[src/rtl/cpu_pa_latch.sv]
// Physical address latch: combines the page offset with either the bypass PPN or a
// translated PPN and holds the result until memory accepts it; times out stalled translations.
module cpu_pa_latch #(
   parameter int unsigned TMO_CYCLES = 12,
   localparam int unsigned OffW = 10,
   localparam int unsigned PpnW = 14,
   localparam int unsigned PaW  = OffW + PpnW,
   localparam int unsigned CntW = 4
) (
   input  logic            sysclk,
   input  logic            sys_rst,
   input  logic            LAPA_n,
   input  logic [OffW-1:0] LA_9_0,
   input  logic [PpnW-1:0] PPN_23_10,
   input  logic            PPN_VALID,
   input  logic            ACC_REQ,
   input  logic            MEM_ACK,
   output logic [PaW-1:0]  PA_23_0,
   output logic            PA_VALID,
   output logic            BUSY,
   output logic            PFAULT
);

   typedef enum logic [1:0] {
      IDLE = 2'd0,
      XLAT = 2'd1,
      HOLD = 2'd2
   } stateT;

   localparam logic [CntW-1:0] TmoLast = CntW'(TMO_CYCLES - 1);

   stateT           state;
   stateT           stateNext;
   logic [CntW-1:0] tmoCnt;
   logic [CntW-1:0] tmoCntNext;
   logic [PaW-1:0]  paNext;
   logic            paValidNext;
   logic            busyNext;
   logic            pfaultNext;
   logic            accept;

   // State and registered outputs
   always_ff @(posedge sysclk or posedge sys_rst) begin
      if (sys_rst) begin
         state    <= IDLE;
         tmoCnt   <= '0;
         PA_23_0  <= '0;
         PA_VALID <= 1'b0;
         BUSY     <= 1'b0;
         PFAULT   <= 1'b0;
      end else begin
         state    <= stateNext;
         tmoCnt   <= tmoCntNext;
         PA_23_0  <= paNext;
         PA_VALID <= paValidNext;
         BUSY     <= busyNext;
         PFAULT   <= pfaultNext;
      end
   end

   // Next-state, address capture and timeout
   always_comb begin
      stateNext  = state;
      tmoCntNext = tmoCnt;
      paNext     = PA_23_0;
      pfaultNext = 1'b0;
      accept     = 1'b0;

      case (state)
         IDLE: begin
            accept = ACC_REQ;
         end
         XLAT: begin
            // A translation arriving in the timeout cycle wins over the fault
            if (PPN_VALID) begin
               paNext[PaW-1:OffW] = PPN_23_10;
               stateNext          = HOLD;
            end else if (tmoCnt == TmoLast) begin
               pfaultNext = 1'b1;
               stateNext  = IDLE;
            end else begin
               tmoCntNext = tmoCnt + CntW'(1);
            end
         end
         HOLD: begin
            if (MEM_ACK) begin
               if (ACC_REQ) begin
                  accept = 1'b1;
               end else begin
                  stateNext = IDLE;
               end
            end
         end
         default: begin
            stateNext = IDLE;
         end
      endcase

      // New access: offset always captured; bypass also takes the PPN directly
      if (accept) begin
         paNext[OffW-1:0] = LA_9_0;
         if (!LAPA_n) begin
            paNext[PaW-1:OffW] = PPN_23_10;
            stateNext          = HOLD;
         end else begin
            tmoCntNext = '0;
            stateNext  = XLAT;
         end
      end

      paValidNext = (stateNext == HOLD);
      busyNext    = (stateNext != IDLE);
   end

endmodule

[config.mk]
export PLATFORM = sky130hd
export DESIGN_NAME = cpu_pa_latch
export DESIGN_NICKNAME = d
export VERILOG_FILES = /design/src/rtl/cpu_pa_latch.sv
export SDC_FILE = /design/constraint.sdc
export NUM_CORES = 1
export LEC_CHECK = 0
export ABC_AREA = 1
export CAP_MARGIN = 20
export CORE_MARGIN = 2
export CORE_UTILIZATION = 42
export CTS_CLUSTER_SIZE = 25
export DETAILED_ROUTE_END_ITERATION = 10
export PLACE_DENSITY_LB_ADDON = 0.25
export SETUP_SLACK_MARGIN = 0.3
export SLEW_MARGIN = 10
export SYNTH_ARGS = -nofsm -noshare
export SYNTH_HDL_FRONTEND = slang
export SYNTH_SLANG_ARGS = --single-unit
[constraint.sdc]
create_clock -name sysclk -period 1.25 [get_ports sysclk]
set_clock_uncertainty 0.05 [all_clocks]
set_input_delay 0.375 -clock sysclk [delete_from_list [all_inputs] [get_ports sysclk]]
set_output_delay 0.375 -clock sysclk [all_outputs]
set_load 0.05 [all_outputs]
==> impl_metrics.py, run 1 <==
metrics = {
    "outcome": {
        "outcome": "did not finish",
        "stop_stage": "5_1_grt",
        "firstError": "[ERROR DPL-0038] Utilization greater than 100%, impossible to legalize",
    },
    "cts": {
        "cts_sinks": 33,
        "htreeDepth": 2,
        "cts-hold-fix-buffers": 0,
        "cts_made_buffers": 5,
        "cts_root_buffer": "clkbuf_4",
        "clockBufferDepth": 2,
    },
    "placed_design": {
        "dp.cells": 266,
        "hpwl_microns": 2830,
        "finalWeightedCongestion": 0.848,
        "placed_area_sq_mm": 0.00238,
        "port_buffers": 56,
        "pre_cts_slack_ns": -0.437,
    },
    "synthesis": {
        "postSynthCellCount": 161,
        "avgSynthCellArea_sq_um": 8.56,
        "synthTopCellsByCount": "nand2_1 (73), dfrtp_1 (33), nand3_1 (17)",
        "ys_types": 17,
        "synth_edf_count": 0,
        "ys_top_cells_by_area": "dfrtp_1 (60%), nand2_1 (20%), nand3_1 (6.2%)",
        "yosysTopAreaCell": "dfrtp_1",
        "yosysWarnings": 0,
        "synth_nets": 192,
        "netlist_area_sq_mm": 0.00138,
        "yosysSeqAreaShare": 0.599,
        "synth_seq_cells": 33,
        "synth-main-ff-cell": "dfrtp_1",
        "yosys.area.top_type_share": 0.599,
        "async_flop_share": 1.00,
        "post-synth-top-count-cell": "nand2_1",
    },
    "floorplanning": {
        "fp.dieW_microns": 61.3,
        "start_util": 0.448,
        "num_io_pins": 57,
        "die_y_microns": 61.3,
        "rows": 20,
    },
    "sta": {
        "crit_endpoint": "PA_23_0[3]",
        "worst_endpoint_kind": "primary output",
    },
    "grt": {
        "grt_max_degree": 34,
    },
}
## cell families after synthesis
| kind of cell | synth area share |
|---|---|
| AOI/OAI and AO/OA | 0.0163 |
| and+or+nand+nor | 0.330 |
| DFF | 0.599 |
| buffers and inverters | 0.0454 |
| adders and majority gates | 0.00907 |
## per-stage QoR
stage	hold slack [ns]	TNS (ns)
after CTS	0.355	-3.01
after detailed placement	0.459	-12.73
after global placement	0.458	-11.11
after floorplan	0.259	0
## timing repair
item / 4_1_cts
gates cloned: 3
resized for setup: 67
pin swaps: 23
setup buffers: 13
setup endpoints to repair: 60
==> inputs of run 2 (changes only) <==
--- a/config.mk
+++ b/config.mk
@@ -7,12 +7,10 @@
 export LEC_CHECK = 0
 export ABC_AREA = 1
 export CAP_MARGIN = 20
-export CORE_MARGIN = 2
-export CORE_UTILIZATION = 42
-export CTS_CLUSTER_SIZE = 25
+export CORE_AREA = 2 2 63 65
 export DETAILED_ROUTE_END_ITERATION = 10
-export PLACE_DENSITY_LB_ADDON = 0.25
-export SETUP_SLACK_MARGIN = 0.3
+export DIE_AREA = 0 0 65 67
+export PLACE_DENSITY_LB_ADDON = 0.15
 export SLEW_MARGIN = 10
 export SYNTH_ARGS = -nofsm -noshare
 export SYNTH_HDL_FRONTEND = slang
==> impl_metrics.py, run 2 <==
metrics = {
    "critical_path": {
        "cp_slowest_cell": "dfrtp_1",
        "max_stage_delay_ns": 0.42,
        "cp.buffers_inverters": 1,
        "worst-setup-path-type": "reg2out",
        "crit_arrival_ns": 0.87,
        "cp_top_family": "flip-flops",
        "crit_required_ns": 0.83,
        "worstPathMaxFanout": 2,
        "crit_chain": "buf_12",
        "endpoint_kind": "output port",
        "worstSetupStartpointType": "register",
    },
    "floorplanning": {
        "die_y_microns": 67,
        "core_area_sq_mm": 0.00361,
        "num_io_pins": 57,
        "die_area_sq_mm": 0.00436,
        "fp.dieW_microns": 65,
        "rows": 22,
        "start_util": 0.382,
    },
    "placed_design": {
        "hpwl_microns": 2620,
        "port_buffers": 56,
        "finalWeightedCongestion": 0.858,
    },
    "grt": {
        "grt_pass1_wl_microns": 5850,
        "grt.overflow.total": 0,
        "grt_pass1_vias": 1265,
        "grt_max_degree": 34,
        "globalRouteTotalUtil": 0.184,
        "antenna_found_initial": 0,
    },
    "drt": {
        "ant_nets": 0,
        "drt_iter0_drc": 92,
        "first_pass_iters": 4,
        "drc_errors": 0,
        "wl_per_cell_microns": 13.6,
        "totalWireLength_microns": 3870,
        "vias": 1334,
        "viasPerCell": 4.70,
    },
    "finish": {
        "final_cell_mix": "nand2_1 (66), dfrtp_1 (32), buf_12 (29)",
        "final_common_cell": "nand2_1",
        "final_util": 0.728,
        "largest_reg_flops": 24,
        "antennaDiodeCount": 0,
        "drive_gt1_frac": 0.347,
        "largestRegisters": "PA_23_0 (24), tmoCnt (4), state (2)",
        "final_nets": 268,
        "syn2layout_area_growth_pct": 90.3,
        "regMostFlops": "PA_23_0",
    },
    "sta": {
        "finalSetupViolCount": 27,
        "hold_slack_ns": 0.392,
        "max_slew_margin": 0.825,
        "finalHoldViolCount": 0,
        "period_needed_ns": 1.29,
        "rsz0062_at_grt": "true",
        "tightest_slew_ns": 0.262,
        "final.period_utilization": 1.03,
        "slew_viol_final": 0,
        "clock.fmax_ghz": 0.774,
        "setup_slack_ns": -0.0420,
    },
    "synthesis": {
        "yosysWarnings": 0,
        "post-synth-top-count-cell": "nand2_1",
        "yosys.area.top_type_share": 0.599,
        "async_flop_share": 1.00,
        "synthTopCellsByCount": "nand2_1 (73), dfrtp_1 (33), nand3_1 (17)",
        "ys_types": 17,
        "synth_edf_count": 0,
        "yosysTopAreaCell": "dfrtp_1",
        "netlist_area_sq_mm": 0.00138,
        "postSynthCellCount": 161,
        "yosysSeqAreaShare": 0.599,
        "ys_top_cells_by_area": "dfrtp_1 (60%), nand2_1 (20%), nand3_1 (6.2%)",
        "avgSynthCellArea_sq_um": 8.56,
        "synth_seq_cells": 33,
        "synth_nets": 192,
        "synth-main-ff-cell": "dfrtp_1",
    },
    "power_and_ir_drop": {
        "p_per_area_mw_per_mm2": 2360,
        "power.leakage_nw": 1.30,
        "vdd_drop_max_uv": 1200,
    },
    "hold_path": {
        "hold_path.class": "in2async",
    },
    "cts": {
        "clock_latency_ns": 0.28,
        "clk_pin_slew_worst_paths_ns": 0.06,
        "cts_made_buffers": 5,
        "cts_sinks": 33,
        "htreeDepth": 2,
        "clockBufferDepth": 2,
        "cts_root_buffer": "clkbuf_8",
        "cts_tree": "built",
    },
    "outcome": {
        "violations": "setup timing",
        "outcome": "finished, violations left",
    },
    "job": {
        "cap_violations": 0,
    },
}
## run 2: logic make-up after synthesis
family,count (synthesis),synth area share
AO/OA/AOI/OAI,4,0.0163
adder cells (fa/ha/maj),1,0.00907
flip-flops,33,0.599
AND/OR/NAND/NOR,108,0.330
buffers and inverters,15,0.0454
## run 2: path summary, 6_finish.rpt
| check | from | end | slack, ns | cells past startpoint |
|---|---|---|---|---|
| max | PA_23_0[19] | PA_23_0[19] | -0.04 | 1 |
| min | sys_rst | BUSY | 0.39 | 3 |
| max reg2reg | state[0] | PA_23_0[11] | 0.01 | 5 |
| min reg2reg | PA_23_0[0] | PA_23_0[0] | 0.49 | 2 |
| max in group asynchronous | sys_rst | state[0] | 0.58 | 3 |
| min in group sysclk | PA_23_0[0] | PA_23_0[0] | 0.49 | 2 |
## run 2: stage by stage
stage	total power, W	worst slack (ns)	area, sq um	TNS, ns	cells
2_1_floorplan	0.00328	0.104	1380	0	161
3_3_place_gp	0.00506	-0.355	2330	-10.47	268
3_5_place_dp	0.00513	-0.392	2330	-11.57	268
4_1_cts	0.00599	-0.0511	2480	-1.00	279
5_1_grt	0.00650	-0.0975	2620	-2.19	284
6_report	0.00620	-0.0420	2620	-0.647	284
## run 2: repair_timing
action | 4_1_cts | 5_1_grt
hold buffers | 0 | 0
gates cloned | 0 | 0
setup endpoints to repair | 56 | 59
pin swaps | 3 | 17
resized for setup | 15 | 27
setup buffers | 5 | 5
## run 2: power by group
part | internal, W | switching [W] | total (W)
combinational | 0.00178 | 0.00185 | 0.00363
sequential | 0.00144 | 0.000419 | 0.00186
clock | 0.000365 | 0.000339 | 0.000704
total | 0.00359 | 0.00261 | 0.00620
## run 2: routing by layer
metal  track usage  vias up  share of wire
li1              -      648              -
met1         0.213      627           0.38
met2         0.291       52           0.52
met3        0.0811        7          0.074
met4        0.0878        0          0.018
met5             0        -              0
## run 2: cell type report
cell class / instances / area, sq um
well taps: 48 / 60.1
fillers: 254 / 982
clock inverters: 1 / 5.00
clock buffers: 5 / 68.8
repair buffers: 74 / 1000
inverters: 10 / 40.0
flip-flops and latches: 33 / 827
multi-input cells: 113 / 621
Power figures use the tool's default switching activity.
==> variant 1, RTL diff (settings of run 2) <==
Encoding of `stateT`: now one-hot (3 bits for 3 states).
--- a/src/rtl/cpu_pa_latch.sv
+++ b/src/rtl/cpu_pa_latch.sv
@@ -21,10 +21,10 @@
    output logic            PFAULT
 );
 
-   typedef enum logic [1:0] {
-      IDLE = 2'd0,
-      XLAT = 2'd1,
-      HOLD = 2'd2
+   typedef enum logic [2:0] {
+      IDLE = 3'b001,
+      XLAT = 3'b010,
+      HOLD = 3'b100
    } stateT;
 
    localparam logic [CntW-1:0] TmoLast = CntW'(TMO_CYCLES - 1);
Behaviour: same outputs for any inputs over 10 cycles, from zero or initial values and one cycle with sys_rst high; not proved beyond that.
==> variant 1 against run 2 <==
Synthesized area increased by 15%; the run still ends with setup timing left; wire length increased by 7.0%; sequential cell count increased by 1; final area increased by 9.2%; sequential share of layout area decreased by 1.7 points; total power increased by 26%; critical path type is now reg2reg; largest power group unchanged; worst hold slack got worse by 24 ps; setup slack got worse by 120 ps; critical endpoint is now PA_23_0[16].
==> variant 1: results (changes against run 2) <==
Synth cell types=20 (was 17); Final Setup Violations=60 (was 27); DR iter-0 viols=66 (was 92); worst slew pin tran=351 ps (was 262 ps); critical path arrival=1590 ps (was 870 ps); total CTS buffers=5 (unchanged); Biggest register=PA_23_0 (unchanged); CP max stage delay=610 ps (was 420 ps); Avg WL per Cell=13.3 um (was 13.6 um); part of the power in registers=27.2% (was 30.0%); Peak VDD IR=1800 uV (was 1200 uV); hold crit path type=in2async (unchanged); Synth Warn #=0 (unchanged); Skew-Pair Late Insertion Delay=290 ps; initial antenna violation count=0 (unchanged); Total GRT Usage=20.2% (was 18.4%); pre-CTS setup slack=-548 ps (was -392 ps); Max FO, Critical Path=8 (was 2); routed vias/inst=4.67 (was 4.70); top post-synthesis cells by count=nand2_1 (73), dfrtp_1 (33), nand3_1 (21), inv_1 (17), nand2_2 (10) (was nand2_1 (73), dfrtp_1 (33), nand3_1 (17), inv_1 (10), nor2_1 (10)); nets@finish=294 (was 268); Crit-path slowest cell=dfstp_2 (was dfrtp_1); CTS Buffer Depth=2 (unchanged); post-route setup slack=-167 ps (was -42.0 ps); leak pwr=1.43 nW (was 1.30 nW); diodes inserted=0 (unchanged); Comb power frac=62.2% (was 58.6%); htree depth=2 (unchanged); vias in the first global route=1409 (was 1265); Post-DP HPWL=2.63 mm (was 2.62 mm); clk root buf=clkbuf_8 (unchanged); P_int=0.00428 W (was 0.00359 W); clock slew at reported path FFs=70 ps; Synth Net Count=211 (was 192); first-pass GRT wire length=6.43 mm (was 5.85 mm); GP Congestion=0.847 (was 0.858); 1st-pass router iterations=4 (unchanged); fillers=229 (was 254); biggest regs=PA_23_0: 24 flops, tmoCnt: 4 flops, state: 3 flops (was PA_23_0: 24 flops, tmoCnt: 4 flops, state: 2 flops); port buffer count=56 (unchanged); largest net degree at the start of global routing=35 (was 34); family with the most delay on the worst path=flip-flops (unchanged); failing checks=setup timing (unchanged); Seq/Total Area, Yosys=53.8% (was 59.9%); async set-reset flop share out of synthesis=100% (unchanged); status=complete, but fails checks (unchanged); top cells by area, synth=dfrtp_1 (52%), nand2_1 (17%), nand3_1 (6.6%) (was dfrtp_1 (60%), nand2_1 (20%), nand3_1 (6.2%)); share of layout cells above drive strength 1=37.5% (was 34.7%)
## variant 1: worst paths after layout
path	startpoint	end	cells past startpoint	slack (ps)
setup / recovery	state[0]	PA_23_0[16]	7	-170
hold / removal	sys_rst	PA_23_0[1]	3	370
setup reg to reg	state[0]	PA_23_0[16]	7	-170
hold reg to reg	PA_23_0[0]	PA_23_0[0]	2	490
max in group asynchronous	sys_rst	state[0]	3	530
min in group sysclk	PA_23_0[0]	PA_23_0[0]	2	490
## variant 1: layer usage
layer  global-route usage (%)  up-vias  wire (um)
met4                     10.6        0         94
li1                         -      725          -
met1                     24.1      682       1650
met2                     33.2       41       2180
met5                        0        -          0
met3                     5.57       10        216
## variant 1: timing repair
item	CTS	global route
pin swaps	11	11
hold buffers	0	0
gates cloned	4	0
setup buffers	8	5
resized for setup	17	17
setup endpoints to repair	60	61
## variant 1: through the flow
| step | std cells | power [W] | TNS (ps) | cell area, sq um |
|---|---|---|---|---|
| 2_1_floorplan | 180 | 0.00427 | -733 | 1610 |
| 3_3_place_gp | 287 | 0.00640 | -15890 | 2520 |
| 3_5_place_dp | 287 | 0.00647 | -16480 | 2520 |
| 4_1_cts | 307 | 0.00759 | -4360 | 2760 |
| 5_1_grt | 312 | 0.00816 | -7220 | 2860 |
| 6_report | 312 | 0.00778 | -4150 | 2860 |
## variant 1: layout make-up
cell class                      instances  area share (%)
Clock buffer                            7            3.01
Clock inverter                          1           0.175
Inverter                               19            2.80
Multi-Input combinational cell        125            26.6
Sequential cell                        34            29.8
Tap cell                               48            2.10
Timing Repair Buffer                   77            35.2
Timing Repair inverter                  1           0.262
## variant 1: cells by family after synthesis
kind of cell	count (synthesis)	share of synthesized area (%)
AOI/OAI and AO/OA	2	0.632
DFF	34	53.8
and+or+nand+nor	119	37.2
buffers and inverters	24	7.51
adders and majority gates	1	0.790
==> variant 2, RTL diff (flow settings as in run 2) <==
Made on the original files. Set the localparam `OffW` to 11 (it was 10).
--- a/src/rtl/cpu_pa_latch.sv
+++ b/src/rtl/cpu_pa_latch.sv
@@ -2,7 +2,7 @@
 // translated PPN and holds the result until memory accepts it; times out stalled translations.
 module cpu_pa_latch #(
    parameter int unsigned TMO_CYCLES = 12,
-   localparam int unsigned OffW = 10,
+   localparam int unsigned OffW = 11,
    localparam int unsigned PpnW = 14,
    localparam int unsigned PaW  = OffW + PpnW,
    localparam int unsigned CntW = 4
Interface: changed (resized LA_9_0 and PA_23_0); port bits go from 57 to 59. No check against the original RTL was run, so the function may have changed too.
==> variant 2 against run 2 <==
The run still ends with setup timing left; synthesized cell count up 2.5%; sequential cell count up 1; setup slack worse by 3.9 ps; wire length up 14%; worst hold slack better by 35 ps; total power up 8.7%; final area up 7.2%; synthesized area up 5.6%; largest cell class unchanged; largest power group unchanged.
==> variant 2: results (changes against run 2) <==
status=complete, but fails checks (unchanged); failing checks=setup timing (unchanged); part of the power in registers=28.0% (was 30.0%); htree depth=2 (unchanged); Synth Area in Adders=0.859% (was 0.907%); Synth Area in Compound Gates=1.55% (was 1.63%); Synth Warn #=0 (unchanged); DR iter-0 viols=75 (was 92); largest net degree at the start of global routing=35 (was 34); Avg WL per Cell=14.6 um (was 13.6 um); Peak VDD IR=1190 uV (was 1200 uV); Post-DP HPWL=2.91 mm (was 2.62 mm); Comb power frac=57.5% (was 58.6%); Rel. slew slack=83.7% (was 82.5%); placed instance count=275 (was 268); Syn Area/Cell=8.83 sq um (was 8.56 sq um); leak pwr=1.42 nW (was 1.30 nW); routed vias/inst=4.75 (was 4.70); vias in the first global route=1398 (was 1265); fillers=221 (was 254); Sw Ratio=40.8% (was 42.1%); Seq/Total Area, Yosys=58.4% (was 59.9%); post-route setup slack=-45.9 ps (was -42.0 ps); Synth cell types=18 (was 17); GP Congestion=0.754 (was 0.858); 1st-pass router iterations=4 (unchanged); clock slew at reported path FFs=approximately 70 ps; pre-CTS setup slack=-430 ps (was -392 ps); Final Setup Violations=28 (was 27); drt total wl=4.42 mm (was 3.87 mm); top cells by area, synth=dfrtp_1 (58%), nand2_1 (19%), nand3_1 (5.8%) (was dfrtp_1 (60%), nand2_1 (20%), nand3_1 (6.2%)); top post-synthesis cells by count=nand2_1 (75), dfrtp_1 (34), nand3_1 (17), inv_1 (10), nor2_1 (10) (was nand2_1 (73), dfrtp_1 (33), nand3_1 (17), inv_1 (10), nor2_1 (10)); Total GRT Usage=21.8% (was 18.4%); share of layout cells above drive strength 1=35.7% (was 34.7%); Synth Net Count=197 (was 192); biggest regs=PA_23_0: 25 flops, tmoCnt: 4 flops, state: 2 flops (was PA_23_0: 24 flops, tmoCnt: 4 flops, state: 2 flops); first-pass GRT wire length=7.01 mm (was 5.85 mm); post-CTS sizing=24 (was 15); Post-CTS Setup Bufs=9 (was 5); nets@finish=286 (was 268); port buffer count=58 (was 56); Sw Pwr=0.00275 W (was 0.00261 W)
[variant 2: per-layer routing]
metal	up-vias	GRT usage, %	part of all wire, %
met4	0	6.38	1.2
met5	-	0	0
met2	51	37.2	51
li1	691	-	-
met1	689	27.0	40
met3	7	6.08	7.3
[variant 2: worst register-to-register path, stage by stage (launching register included)]
cell and delay, ps:
dfrtp_1 420, ha_1 210, nand3b_1 200, nand2_2 100
nand2_1 60, nand2_1 50, nor2_1 80
[variant 2: kinds of logic (layout without fill, tap and decap cells)]
kind of cell / after synthesis / count (layout)
adder cells (fa/ha/maj): 1 / 1
AND/OR/NAND/NOR: 111 / 112
buffers and inverters: 15 / 104
flip-flops: 34 / 34
AO/OA/AOI/OAI: 4 / 4
[variant 2: layout make-up]
cell class | count | area (sq um) | share of cell area (%)
Clock buffer | 5 | 68.8 | 2.45
Clock inverter | 3 | 40.0 | 1.42
Inverter | 10 | 37.5 | 1.33
Multi-Input combinational cell | 117 | 618 | 22.0
Sequential cell | 34 | 852 | 30.3
Tap cell | 48 | 60.1 | 2.14
Timing Repair Buffer | 86 | 1140 | 40.4
[variant 2: worst paths after layout]
check / startpoint / to / slack (ps) / depth (start not counted)
hold reg to reg: PA_23_0[5] / PA_23_0[5] / 500 / 2
setup / recovery: PA_23_0[19] / PA_23_0[19] / -50 / 1
min in group sysclk: PA_23_0[5] / PA_23_0[5] / 500 / 2
setup reg to reg: tmoCnt[1] / tmoCnt[0] / 10 / 6
max in group asynchronous: sys_rst / state[0] / 540 / 3
hold / removal: sys_rst / PA_23_0[14] / 430 / 3
[variant 2: through the flow]
stage	TNS [ps]	instance area [sq um]
after floorplan	0	1460
after global placement	-11190	2450
after detailed placement	-12270	2450
after CTS	-956	2730
after global routing	-1690	2810
final	-855	2810
